**src/rtl/jt9346_host.sv**
```systemverilog
// Serial master for 93C46-style EEPROMs: turns one parallel command into a
// start+op+addr(+data) frame on scs/sclk/sdi, captures READ data and polls ready/busy.
module jt9346_host #(
    parameter int AW   = 6,
    parameter int CW   = AW,
    parameter int DW   = 16,
    parameter int HDIV = 4,
    parameter int TMO  = 4096
) (
    input  logic          clk,
    input  logic          rst,
    input  logic          cmd_valid,
    output logic          cmd_ready,
    input  logic [2:0]    cmd_op,
    input  logic [CW-1:0] cmd_addr,
    input  logic [DW-1:0] cmd_din,
    output logic          rd_valid,
    output logic [DW-1:0] rd_data,
    output logic          done,
    output logic          timeout,
    output logic          scs,
    output logic          sclk,
    output logic          sdi,
    input  logic          sdo
);
    localparam int FW = 3 + CW;
    localparam int SW = (FW > DW) ? FW : DW;
    localparam int BW = $clog2(SW);
    localparam int PW = $clog2(TMO) + 1;
    localparam logic [7:0]    DIV_LAST   = 8'(HDIV - 1);
    localparam logic [BW-1:0] FRAME_LAST = BW'(FW - 1);
    localparam logic [BW-1:0] DATA_LAST  = BW'(DW - 1);
    localparam logic [PW-1:0] POLL_LAST  = PW'(TMO - 1);

    typedef enum logic [3:0] {
        S_IDLE, S_SETUP, S_CMD, S_RDATA, S_WDATA, S_GAP, S_POLL, S_END, S_NOP
    } state_t;

    state_t        state_reg, state_next;
    logic [7:0]    div_reg;
    logic          hi_reg;
    logic [BW-1:0] bit_reg;
    logic [PW-1:0] poll_reg;
    logic [SW-1:0] tx_reg;
    logic [DW-2:0] rx_reg;
    logic [2:0]    op_reg;
    logic [DW-1:0] din_reg;
    logic [DW-1:0] rd_data_reg;
    logic          scs_reg, sclk_reg, sdi_reg, rd_valid_reg, timeout_reg;

    logic          tick, rise, fall, accept, is_bit_state, shift_bit;
    logic [1:0]    op_bits;
    logic [CW-1:0] addr_bits;
    logic [SW-1:0] frame_al, din_al;

    // Each bit (and each GAP/END half) is two HDIV-long phases tracked by hi_reg.
    assign tick   = (div_reg == DIV_LAST);
    assign rise   = tick && !hi_reg;
    assign fall   = tick && hi_reg;
    assign accept = cmd_valid && (state_reg == S_IDLE);
    assign is_bit_state = (state_reg == S_CMD) || (state_reg == S_RDATA) ||
                          (state_reg == S_WDATA) || (state_reg == S_POLL);

    // Short commands (EWEN/EWDS/ERAL/WRAL) carry their sub-opcode in the top address bits.
    always_comb begin
        op_bits   = 2'b00;
        addr_bits = cmd_addr;
        case (cmd_op)
            3'd0: op_bits = 2'b10;
            3'd1: op_bits = 2'b01;
            3'd2: op_bits = 2'b11;
            3'd3: begin addr_bits = '0; addr_bits[CW-1 -: 2] = 2'b11; end
            3'd4: begin addr_bits = '0; addr_bits[CW-1 -: 2] = 2'b00; end
            3'd5: begin addr_bits = '0; addr_bits[CW-1 -: 2] = 2'b10; end
            3'd6: begin addr_bits = '0; addr_bits[CW-1 -: 2] = 2'b01; end
            default: addr_bits = '0;
        endcase
        frame_al = '0;
        frame_al[SW-1 -: FW] = {1'b1, op_bits, addr_bits};
        din_al = '0;
        din_al[SW-1 -: DW] = din_reg;
    end

    always_comb begin
        state_next = state_reg;
        case (state_reg)
            S_IDLE:  if (cmd_valid) state_next = (cmd_op == 3'd7) ? S_NOP : S_SETUP;
            S_SETUP: if (tick) state_next = S_CMD;
            S_CMD: begin
                if (fall && bit_reg == FRAME_LAST) begin
                    case (op_reg)
                        3'd0:       state_next = S_RDATA;
                        3'd1, 3'd6: state_next = S_WDATA;
                        3'd2, 3'd5: state_next = S_GAP;
                        default:    state_next = S_END;
                    endcase
                end
            end
            S_RDATA: if (fall && bit_reg == DATA_LAST) state_next = S_END;
            S_WDATA: if (fall && bit_reg == DATA_LAST) state_next = S_GAP;
            S_GAP:   if (fall) state_next = S_POLL;
            S_POLL:  if (fall && (sdo || poll_reg == POLL_LAST)) state_next = S_END;
            S_END:   if (fall) state_next = S_IDLE;
            S_NOP:   state_next = S_IDLE;
            default: state_next = S_IDLE;
        endcase
    end

    assign shift_bit = (state_reg == S_SETUP && tick) ||
                       ((state_reg == S_CMD || state_reg == S_WDATA) && fall && state_next == state_reg);

    always_ff @(posedge clk or posedge rst) begin
        if (rst) begin
            state_reg    <= S_IDLE;
            div_reg      <= '0;
            hi_reg       <= 1'b0;
            bit_reg      <= '0;
            poll_reg     <= '0;
            tx_reg       <= '0;
            rx_reg       <= '0;
            op_reg       <= '0;
            din_reg      <= '0;
            rd_data_reg  <= '0;
            scs_reg      <= 1'b0;
            sclk_reg     <= 1'b0;
            sdi_reg      <= 1'b0;
            rd_valid_reg <= 1'b0;
            timeout_reg  <= 1'b0;
        end else begin
            state_reg    <= state_next;
            rd_valid_reg <= 1'b0;
            scs_reg      <= (state_next == S_SETUP) || (state_next == S_CMD) || (state_next == S_RDATA) ||
                            (state_next == S_WDATA) || (state_next == S_POLL);
            sclk_reg     <= is_bit_state && (rise || (hi_reg && !tick));

            if (state_reg == S_IDLE || state_next != state_reg) begin
                div_reg <= '0;
                hi_reg  <= 1'b0;
            end else if (tick) begin
                div_reg <= '0;
                hi_reg  <= ~hi_reg;
            end else begin
                div_reg <= div_reg + 8'd1;
            end

            if (state_next != state_reg) bit_reg <= '0;
            else if (fall) bit_reg <= bit_reg + 1'b1;

            if (accept) begin
                op_reg      <= cmd_op;
                din_reg     <= cmd_din;
                tx_reg      <= frame_al;
                timeout_reg <= 1'b0;
            end

            // sdi only moves at the start of a low phase.
            if (shift_bit) begin
                sdi_reg <= tx_reg[SW-1];
                tx_reg  <= tx_reg << 1;
            end else if (state_reg == S_CMD && state_next == S_WDATA) begin
                sdi_reg <= din_reg[DW-1];
                tx_reg  <= din_al << 1;
            end else if (state_next != state_reg) begin
                sdi_reg <= 1'b0;
            end

            if (state_reg == S_RDATA && fall) begin
                rx_reg <= {rx_reg[DW-3:0], sdo};
                if (state_next == S_END) begin
                    rd_data_reg  <= {rx_reg, sdo};
                    rd_valid_reg <= 1'b1;
                end
            end

            if (state_next != state_reg) poll_reg <= '0;
            else if (state_reg == S_POLL && fall) poll_reg <= poll_reg + 1'b1;
            if (state_reg == S_POLL && fall && !sdo && poll_reg == POLL_LAST) timeout_reg <= 1'b1;
        end
    end

    assign cmd_ready = (state_reg == S_IDLE);
    assign done      = (state_reg == S_NOP) || (state_reg == S_END && fall);
    assign rd_valid  = rd_valid_reg;
    assign rd_data   = rd_data_reg;
    assign timeout   = timeout_reg;
    assign scs       = scs_reg;
    assign sclk      = sclk_reg;
    assign sdi       = sdi_reg;
endmodule

```
**config.mk**
```make
export PLATFORM = sky130hd
export DESIGN_NAME = jt9346_host
export DESIGN_NICKNAME = d
export VERILOG_FILES = /design/src/rtl/jt9346_host.sv
export SDC_FILE = /design/constraint.sdc
export NUM_CORES = 1
export LEC_CHECK = 0
export BUFFER_PORTS_ARGS = -buffer_cell sky130_fd_sc_hd__clkbuf_2
export CORE_MARGIN = 2
export CORE_UTILIZATION = 51
export CTS_CLUSTER_DIAMETER = 30
export CTS_CLUSTER_SIZE = 24
export DETAILED_ROUTE_END_ITERATION = 12
export PLACE_DENSITY = 0.75
export SETUP_SLACK_MARGIN = 0.1
export SYNTH_ARGS = -nofsm -noshare
export SYNTH_HDL_FRONTEND = slang
export SYNTH_SLANG_ARGS = --single-unit
```
**constraint.sdc**
```tcl
create_clock -name clk -period 3.34 [get_ports clk]
set_input_delay 0.167 -clock clk [delete_from_list [all_inputs] [get_ports clk]]
set_output_delay 0.167 -clock clk [all_outputs]
set_load 0.005 [all_outputs]
```
== Word-level counts from Yosys, hierarchy flattened ==
Index checks and enable logic that the tools add are counted.

* Bits in registers: 101
* Bits of input ports: 29
* Output and inout bits: 23
* Logic and storage cells: 126

* Add/sub/neg operators: 3
* Eq/ne operators: 30
* Multiplexer cells: 31
* Bitwise gates (word level): 1
* Reduce and logical (&&, ||, !) cells: 46

{| class="wikitable"
|+ Operator list
! cell !! count
|-
| 16-bit 2-to-1 mux || 3
|-
| 4-bit 2-to-1 mux || 11
|-
| 4-bit case mux with 8 select lines || 1
|-
| 4-bit by 3-bit == test with 1-bit output, second input constant || 7
|-
| 13-bit 2-to-1 mux || 2
|-
| 6-bit case mux with 4 select lines || 1
|-
| 1-bit logical AND || 17
|-
| 4-bit by 2-bit == test with 1-bit output, second input constant || 4
|-
| 8-bit 2-to-1 mux || 2
|-
| 3-bit == test, second input constant || 5
|-
| 13-bit by 1-bit adder with 13-bit output, second input constant || 1
|-
| 13-bit by 12-bit == test with 1-bit output, second input constant || 1
|-
| 1-bit logical OR || 13
|-
| 4-bit == test, second input constant || 3
|-
| 3-bit by 2-bit == test with 1-bit output, second input constant || 3
|-
| 1-bit 2-to-1 mux || 9
|-
| 3-bit case mux with 3 select lines || 1
|-
| 8-bit by 1-bit adder with 8-bit output, second input constant || 1
|-
| 4-bit by 1-bit == test with 1-bit output, second input constant || 2
|-
| 8-bit by 2-bit == test with 1-bit output, second input constant || 1
|-
| 2-bit nonzero test || 4
|-
| 3-bit by 1-bit == test with 1-bit output, second input constant || 2
|-
| 3-bit logical NOT || 2
|-
| 2-bit case mux with 3 select lines || 1
|-
| other kinds (10) || 14
|}

== Depth between registers and ports, before layout ==
Gate-level depths: netlist of run 1.

* Word-level depth: 10
* Gate-level depth with buffers: 14
* Gate-level depth less buffers: 11

== Worst setup path before layout of run 1 ==
No wires, ideal clock.

* Path kind: reg2reg
* Start: reg div_reg[0]
* End: reg sdi_reg, in the netlist sdi
* Library setup time: 0.127 ns
* Arrival time: 3.172 ns
* Path slack: 0.041 ns
* Stages on the path, launching flop included: 14
* Path buffers: 3
* Period minus slack after synthesis: 3.299 ns
* Path through: dfrtp_1 -> ha_1 -> nor3b_1 -> nor2b_1 -> buf_4 -> ha_1 -> buf_2 -> and3_1 -> a311oi_1 -> nand4b_1 -> or4_1 -> o21ai_4 -> buf_6 -> mux2_1

* Word-level cells in the longest chain between the ends: 9

{| class="wikitable"
|+ Ends and longest elaborated chain
! what !! line !! RTL
|-
| from (decl) || 40 || <nowiki>logic [7:0] div_reg;</nowiki>
|-
| from (signal assigned) || 143 || <nowiki>div_reg <= div_reg + 8'd1;</nowiki>
|-
| 8-bit by 2-bit == test with 1-bit output * || 57 || <nowiki>assign tick = (div_reg == DIV_LAST);</nowiki>
|-
| 1-bit logical AND || 59 || <nowiki>assign fall = tick && hi_reg;</nowiki>
|-
| 1-bit logical AND, on equally long branches || n/a ||
|-
| 4-bit 2-to-1 mux, on equally long branches || n/a ||
|-
| 4-bit case mux with 8 select lines || 86 || <nowiki>case (state_reg)</nowiki>
|-
| 4-bit by 3-bit == test with 1-bit output / 4-bit == test (equally long branches) || 160, 110 ||
|-
| 1-bit logical AND, on equally long branches || 160, 110 ||
|-
| 1-bit 2-to-1 mux / 1-bit logical OR (equally long branches) || 160, 109 ||
|-
| 1-bit 2-to-1 mux / 3-bit nonzero test (equally long branches) || n/a ||
|-
| to (signal assigned) || 158 || <nowiki>sdi_reg <= tx_reg[SW-1];</nowiki>
|-
| to (signal assigned) || 161 || <nowiki>sdi_reg <= din_reg[DW-1];</nowiki>
|-
| to (decl) || 49 || <nowiki>logic scs_reg, sclk_reg, sdi_reg, rd_valid_reg, timeout_reg;</nowiki>
|}

Mark *: on every way between the ends. The rest lies on a longest branch, timed or not.
A chain may end at the register's enable or synchronous reset.

== Worst setup path after layout of run 1 ==
Ends and elaborated chain as after synthesis.

==> results of run 1 <==
-- synth_stat cells, types with 2 or more instances --
cell type / n
o31ai_1: 6
o21ai_1: 3
ha_1: 5
inv_1: 8
nand3_1: 12
a21o_1: 8
and4_1: 2
nand4bb_1: 2
buf_6: 2
or4_1: 2
nand2_1: 130
nand2b_1: 5
a22o_1: 5
mux2_2: 15
buf_2: 5
nor3b_1: 5
nor3_1: 11
clkbuf_1: 11
xor2_1: 13
mux2i_1: 4
xnor2_1: 11
dfrtp_1: 100
nand4_1: 5
nor2_1: 37
buf_4: 5
o22ai_1: 2
a21oi_1: 8
a211oi_1: 4
and3_1: 6
o21ai_0: 5
o41ai_1: 4
nor3_2: 2
nor2b_1: 4
-- per-stage QoR --
step / hold slack (ps) / instance area, um^2 / total power [mW]
after CTS: 8.32 / 5390 / 2.12
after global placement: 353 / 5010 / 1.29
after global routing: 24.2 / 5520 / 2.19
after detailed placement: 360 / 5010 / 1.29
final: 22.8 / 5520 / 2.10
after floorplan: 272 / 4630 / 1.26
-- power breakdown --
group	leakage (nW)	total [mW]	internal, mW	switching (mW)
Clock	0.107	0.825	0.369	0.456
Combinational	1.43	0.0681	0.0284	0.0397
Sequential	1.35	1.21	1.21	0.000386
Total	2.89	2.10	1.61	0.496
-- repair_timing --
| item | CTS | global route |
|---|---|---|
| hold endpoints to repair | 79 | 0 |
| setup endpoints to repair | 14 | 38 |
| gates cloned | 0 | 1 |
| resized for setup | 1 | 16 |
| hold buffers | 16 | 0 |
| setup buffers | 1 | 7 |
| pin swaps | 1 | 8 |
-- worst max-delay path by stage --
stage	to	slack [ps]	cells after the start
2_1_floorplan	sdi	100	13
3_3_place_gp	tx_reg[2]	210	12
3_5_place_dp	div_reg[6]	70	11
4_1_cts	tx_reg[7]	120	12
5_1_grt	sdi	50	11
6_report	sdi	130	11
-- cell usage in the layout, fill, tap and decap left out, types with 3 or more instances in the layout --
cell | synthesis | layout
nor3_2 | 2 | 3
dfrtp_1 | 100 | 99
clkbuf_2 | 0 | 51
o21ai_1 | 3 | 3
nor3_1 | 11 | 9
nand2b_1 | 5 | 5
a21o_1 | 8 | 8
a211oi_1 | 4 | 4
nand2_1 | 130 | 129
nor3b_1 | 5 | 3
mux2_2 | 15 | 15
nor2_1 | 37 | 37
dlygate4sd3_1 | 0 | 16
nand3_1 | 12 | 12
buf_4 | 5 | 20
buf_6 | 2 | 3
inv_1 | 8 | 7
ha_1 | 5 | 3
xor2_1 | 13 | 13
and3_1 | 6 | 6
nor2b_1 | 4 | 3
o21ai_0 | 5 | 5
inv_8 | 0 | 4
nand4_1 | 5 | 5
o31ai_1 | 6 | 6
mux2i_1 | 4 | 4
o41ai_1 | 4 | 4
clkbuf_8 | 0 | 9
a22o_1 | 5 | 5
a21oi_1 | 8 | 8
xnor2_1 | 11 | 11
-- final cells by class --
| cell class | count | area (um^2) | share of cell area |
|---|---|---|---|
| timing repair buffer | 91 | 604 | 0.110 |
| multi-input combinational | 334 | 2020 | 0.367 |
| inverter | 9 | 36.3 | 0.00658 |
| clock inverter | 7 | 91.3 | 0.0166 |
| clock buffer | 9 | 124 | 0.0224 |
| sequential | 100 | 2500 | 0.454 |
| tap | 108 | 135 | 0.0245 |
-- layer usage --
layer	GRT usage	routed length (um)
met2	0.330	4590
met1	0.277	4360
met4	0.0748	176
met5	0	0
met3	0.0302	300
-- kinds of logic after synthesis --
logic type                 after synthesis  synth area share
AOI/OAI and AO/OA                       49            0.0782
buffers and inverters                   33            0.0354
adders and majority gates                5            0.0135
and+or+nand+nor                        236             0.239
DFF                                    100             0.541
muxes                                   20            0.0476
xor gates and xnor gates                24            0.0454
-- critical path, cell delays in order (launching register included) --
cell and delay [ps]:
dfrtp_1 440, ha_4 200, nor3b_2 160, nor2b_2 160
ha_2 180, buf_6 150, and3_1 180, a311oi_1 280
nand4b_1 170, or4_4 520, o21ai_4 310, mux2_1 350
==> impl_metrics.env, run 1 <==
export IMPL_status="complete, no violations"
export IMPL_dpl_hpwl_mm=6.37
export IMPL_die_h_um=99.2
export IMPL_antenna_left=0
export IMPL_die_area_mm2=0.00985
export IMPL_worstSetupPathType="reg -> reg"
export IMPL_routed_wl_mm=9.43
export IMPL_clk_latency_ps=370
export IMPL_synth_edf_count=0
export IMPL_num_vias=3530
export IMPL_fin_skew_ps=15.6
export IMPL_synth_nets=501
export IMPL_finalWorstPathRequiredPeriod_ps=3210
export IMPL_postSynth_asyncResetShare=1.00
export IMPL_worst_slew_pin_transition_ps=869
export IMPL_worst_slack_ps=130
export IMPL_synthCells=467
export IMPL_row_count=34
export IMPL_place_congestion=0.844
export IMPL_dpl_worst_slack_ps=67.4
export IMPL_finalSetupTns_ps=0
export IMPL_ys_types=53
export IMPL_netlist_area_leader_share=0.541
export IMPL_r2r_end="sdi"
export IMPL_cts_sinks=100
export IMPL_vias_per_cell=5.36
export IMPL_hold_class="in -> reg"
export IMPL_grt_pass1_vias=3573
export IMPL_clock_path_buffers=2
export IMPL_overflow=0
export IMPL_fmax_mhz=312
export IMPL_start_kind="flop"
export IMPL_grt_setup_unrepaired="true"
export IMPL_r2r_start="div_reg[0]"
export IMPL_synth_seq_cells=100
export IMPL_finalHoldViolCount=0
export IMPL_die_x_um=99.2
export IMPL_syn_area_per_cell_um2=9.91
export IMPL_relSlewSlack=0.421
export IMPL_fin_cells=658
export IMPL_hp_start="cmd_din[15]"
export IMPL_drtPass1Iterations=4
export IMPL_crit_start="div_reg[0]"
export IMPL_place_inst=617
export IMPL_cts_tree="done"
export IMPL_synth_top_area_cell="dfrtp_1"
export IMPL_required_ps=3600
export IMPL_peakVddDrop_mv=0.186
export IMPL_min_path_cells=3
export IMPL_drtIter0Drc=141
export IMPL_ioPinCount=52
export IMPL_num_antenna_cells=0
export IMPL_end_kind="flop"
export IMPL_antenna_found_initial=0
export IMPL_cts_root_buf="clkbuf_8"
export IMPL_worstPathArrival_ps=3470
export IMPL_ys_warn_count=0
export IMPL_core_mm2=0.00876
export IMPL_grt_pass1_wl_mm=16.2
export IMPL_h_tree_depth=3
export IMPL_worstRegToRegCells=11
export IMPL_path_max_fanout=11
export IMPL_setup_viol=0
export IMPL_cts_clk_slew_worst_paths_ps=100
export IMPL_min_to="din_al[15]"
export IMPL_final_max_slew_violation_count=0
export IMPL_post_route_drc_count=0
export IMPL_drive_gt1_frac=0.235
export IMPL_reg2reg_slack_ps=130
export IMPL_p_leak_nw=2.89
export IMPL_utilization=0.630
export IMPL_io_buffers=51
export IMPL_grt_max_degree=67
export IMPL_numCtsBuffers=9
export IMPL_drv_cap=0
export IMPL_ys_flop_type="dfrtp_1"
export IMPL_nets=579
export IMPL_fin_crit_sh=0.961
export IMPL_start_util=0.528
export IMPL_syn_area_mm2=0.00463
export IMPL_fillers=710
export IMPL_syn_to_final_growth_pct=19.3
export IMPL_gr_usage_all_layers=0.202
export IMPL_ys_top_cells_by_area="dfrtp_1 54%, nand2_1 11%, mux2_2 3.7%, nor2_1 3.0%, xor2_1 2.5%"
export IMPL_p_per_area_mw_per_mm2=381
export IMPL_yosysSeqAreaShare=0.541
export IMPL_post_drt_wl_per_cell_um=14.3
No activity file was read; power rests on OpenSTA's default activity.
==> inputs of run 2 (changes only) <==
--- a/config.mk
+++ b/config.mk
@@ -6,12 +6,11 @@
 export NUM_CORES = 1
 export LEC_CHECK = 0
 export BUFFER_PORTS_ARGS = -buffer_cell sky130_fd_sc_hd__clkbuf_2
-export CORE_MARGIN = 2
 export CORE_UTILIZATION = 51
 export CTS_CLUSTER_DIAMETER = 30
 export CTS_CLUSTER_SIZE = 24
 export DETAILED_ROUTE_END_ITERATION = 12
-export PLACE_DENSITY = 0.75
+export PLACE_DENSITY = 0.74
 export SETUP_SLACK_MARGIN = 0.1
 export SYNTH_ARGS = -nofsm -noshare
 export SYNTH_HDL_FRONTEND = slang
==> impl_metrics.env, run 2 (synthesis gave the netlist of run 1 again) <==
export IMPL_status="complete, but fails checks"
export IMPL_violations="hold timing"
export IMPL_mostFrequentLayoutCells="129 x nand2_1, 100 x dfrtp_1, 51 x clkbuf_2"
export IMPL_antenna_left=0
export IMPL_h_tree_depth=3
export IMPL_cts_sinks=100
export IMPL_p_int_mw=1.53
export IMPL_dpl_hpwl_mm=6.10
export IMPL_drtPass1Iterations=4
export IMPL_gr_usage_all_layers=0.208
export IMPL_cts_clk_slew_worst_paths_ps=100
export IMPL_end_kind="flop"
export IMPL_post_route_drc_count=0
export IMPL_final_max_slew_violation_count=0
export IMPL_start_util=0.528
export IMPL_antenna_found_initial=0
export IMPL_peakVddDrop_mv=0.211
export IMPL_num_antenna_cells=0
export IMPL_routed_wl_mm=9.10
export IMPL_drtIter0Drc=234
export IMPL_vias_per_cell=5.28
export IMPL_post_drt_wl_per_cell_um=13.9
export IMPL_drv_cap=0
export IMPL_fin_skew_ps=18.7
export IMPL_hold_class="in -> async"
export IMPL_worst_slew_pin_transition_ps=918
export IMPL_overflow=0
export IMPL_hold_ws_ps=-9.14
export IMPL_swShare=0.244
export IMPL_p_leak_nw=2.86
export IMPL_finalHoldViolCount=10
export IMPL_grt_pass1_wl_mm=16.0
export IMPL_grt_setup_unrepaired="true"
export IMPL_fmax_mhz=319
export IMPL_drive_gt1_frac=0.221
export IMPL_die_area_mm2=0.00945
export IMPL_path_max_fanout=11
export IMPL_cts_root_buf="clkbuf_8"
export IMPL_setup_viol=0
export IMPL_clock_power_share=0.370
export IMPL_grt_pass1_vias=3494
export IMPL_utilization=0.624
export IMPL_p_per_area_mw_per_mm2=371
export IMPL_nets=576
export IMPL_die_x_um=97.2
export IMPL_num_vias=3460
export IMPL_finalSetupTns_ps=0
export IMPL_multiInputGateArea_mm2=0.00199
export IMPL_die_h_um=97.2
export IMPL_io_buffers=51
export IMPL_row_count=34
export IMPL_clock_path_buffers=2
export IMPL_place_congestion=0.914
export IMPL_power_frac_comb=0.033
export IMPL_cts_tree="done"
export IMPL_worstSetupPathType="reg -> reg"
export IMPL_seq_power_share=0.597
export IMPL_p_switching_uw=495
export IMPL_regArea_mm2=0.00250
export IMPL_fin_crit_sh=0.938
export IMPL_finalWorstPathRequiredPeriod_ps=3130
export IMPL_relSlewSlack=0.388
export IMPL_start_kind="flop"
export IMPL_grt_max_degree=78
export IMPL_syn_to_final_growth_pct=18.2
export IMPL_numCtsBuffers=9
export IMPL_required_ps=3590
export IMPL_ioPinCount=52
export IMPL_clk_latency_ps=370
export IMPL_core_mm2=0.00876
export IMPL_fillers=717
export IMPL_worstPathArrival_ps=3380
export IMPL_final_common_cell="nand2_1"
-- run 2: final cells by class --
cell class | count | share of cell area
Clock buffer | 9 | 0.0227
Clock inverter | 7 | 0.0137
Multi-Input combinational cell | 334 | 0.364
Timing Repair Buffer | 88 | 0.110
Tap cell | 108 | 0.0247
Inverter | 9 | 0.00664
Sequential cell | 100 | 0.458
-- run 2: power groups by stage --
stage                     logic (mW)  clock network, mW  registers [mW]
after floorplan               0.0236                  0            1.23
after global placement        0.0528                  0            1.23
after detailed placement      0.0538                  0            1.23
after CTS                     0.0685              0.769            1.21
after global routing          0.0767              0.820            1.21
final                         0.0673              0.751            1.21
-- run 2: stage by stage --
stage | power [mW] | std cells | setup slack (ps) | cell area [um^2] | hold WS (ps)
6_report | 2.03 | 655 | 208 | 5470 | -9.14
2_1_floorplan | 1.26 | 467 | 102 | 4630 | 272
3_5_place_dp | 1.29 | 616 | 52.1 | 5000 | 361
3_3_place_gp | 1.29 | 616 | 211 | 5000 | 356
5_1_grt | 2.11 | 655 | 77.4 | 5470 | 65.3
4_1_cts | 2.05 | 650 | 137 | 5380 | 16.7
-- run 2: worst max-delay path, stage by stage, from the launching register on --
cell	delay (ps)
dfrtp_1	400
ha_2	210
nor3b_1	150
nor2b_1	150
ha_1	190
buf_4	180
and3_1	190
a311oi_2	190
nand4b_1	160
or4_4	520
o21ai_4	320
mux2_1	360
-- run 2: final timing paths --
path,start,end,slack [ps],cells after the start
min in group clk,sdo,rd_data[0],70,3
worst max register to register,div_reg[1],sdi,210,11
worst max-delay path,div_reg[1],sdi,210,11
worst min register to register,rd_data[14],rd_data[14],480,2
max in group asynchronous,rst,sclk,2610,3
worst min-delay path,rst,din_al[3],-9,2
-- run 2: routing by layer --
layer | vias up | GRT usage | share of wire
met5 | - | 0 | 0
met2 | 87 | 0.341 | 0.48
met4 | 0 | 0.0837 | 0.013
li1 | 1707 | - | -
met3 | 9 | 0.0403 | 0.041
met1 | 1657 | 0.273 | 0.46
-- run 2: repair_timing --
action | CTS | global route
setup endpoints to repair | 15 | 25
resized for setup | 1 | 8
buffers inserted | 2 | 4
hold buffers | 16 | 0
pin swaps | 1 | 3
endpoints found under the hold margin | 16 | 0
cloned | 0 | 1
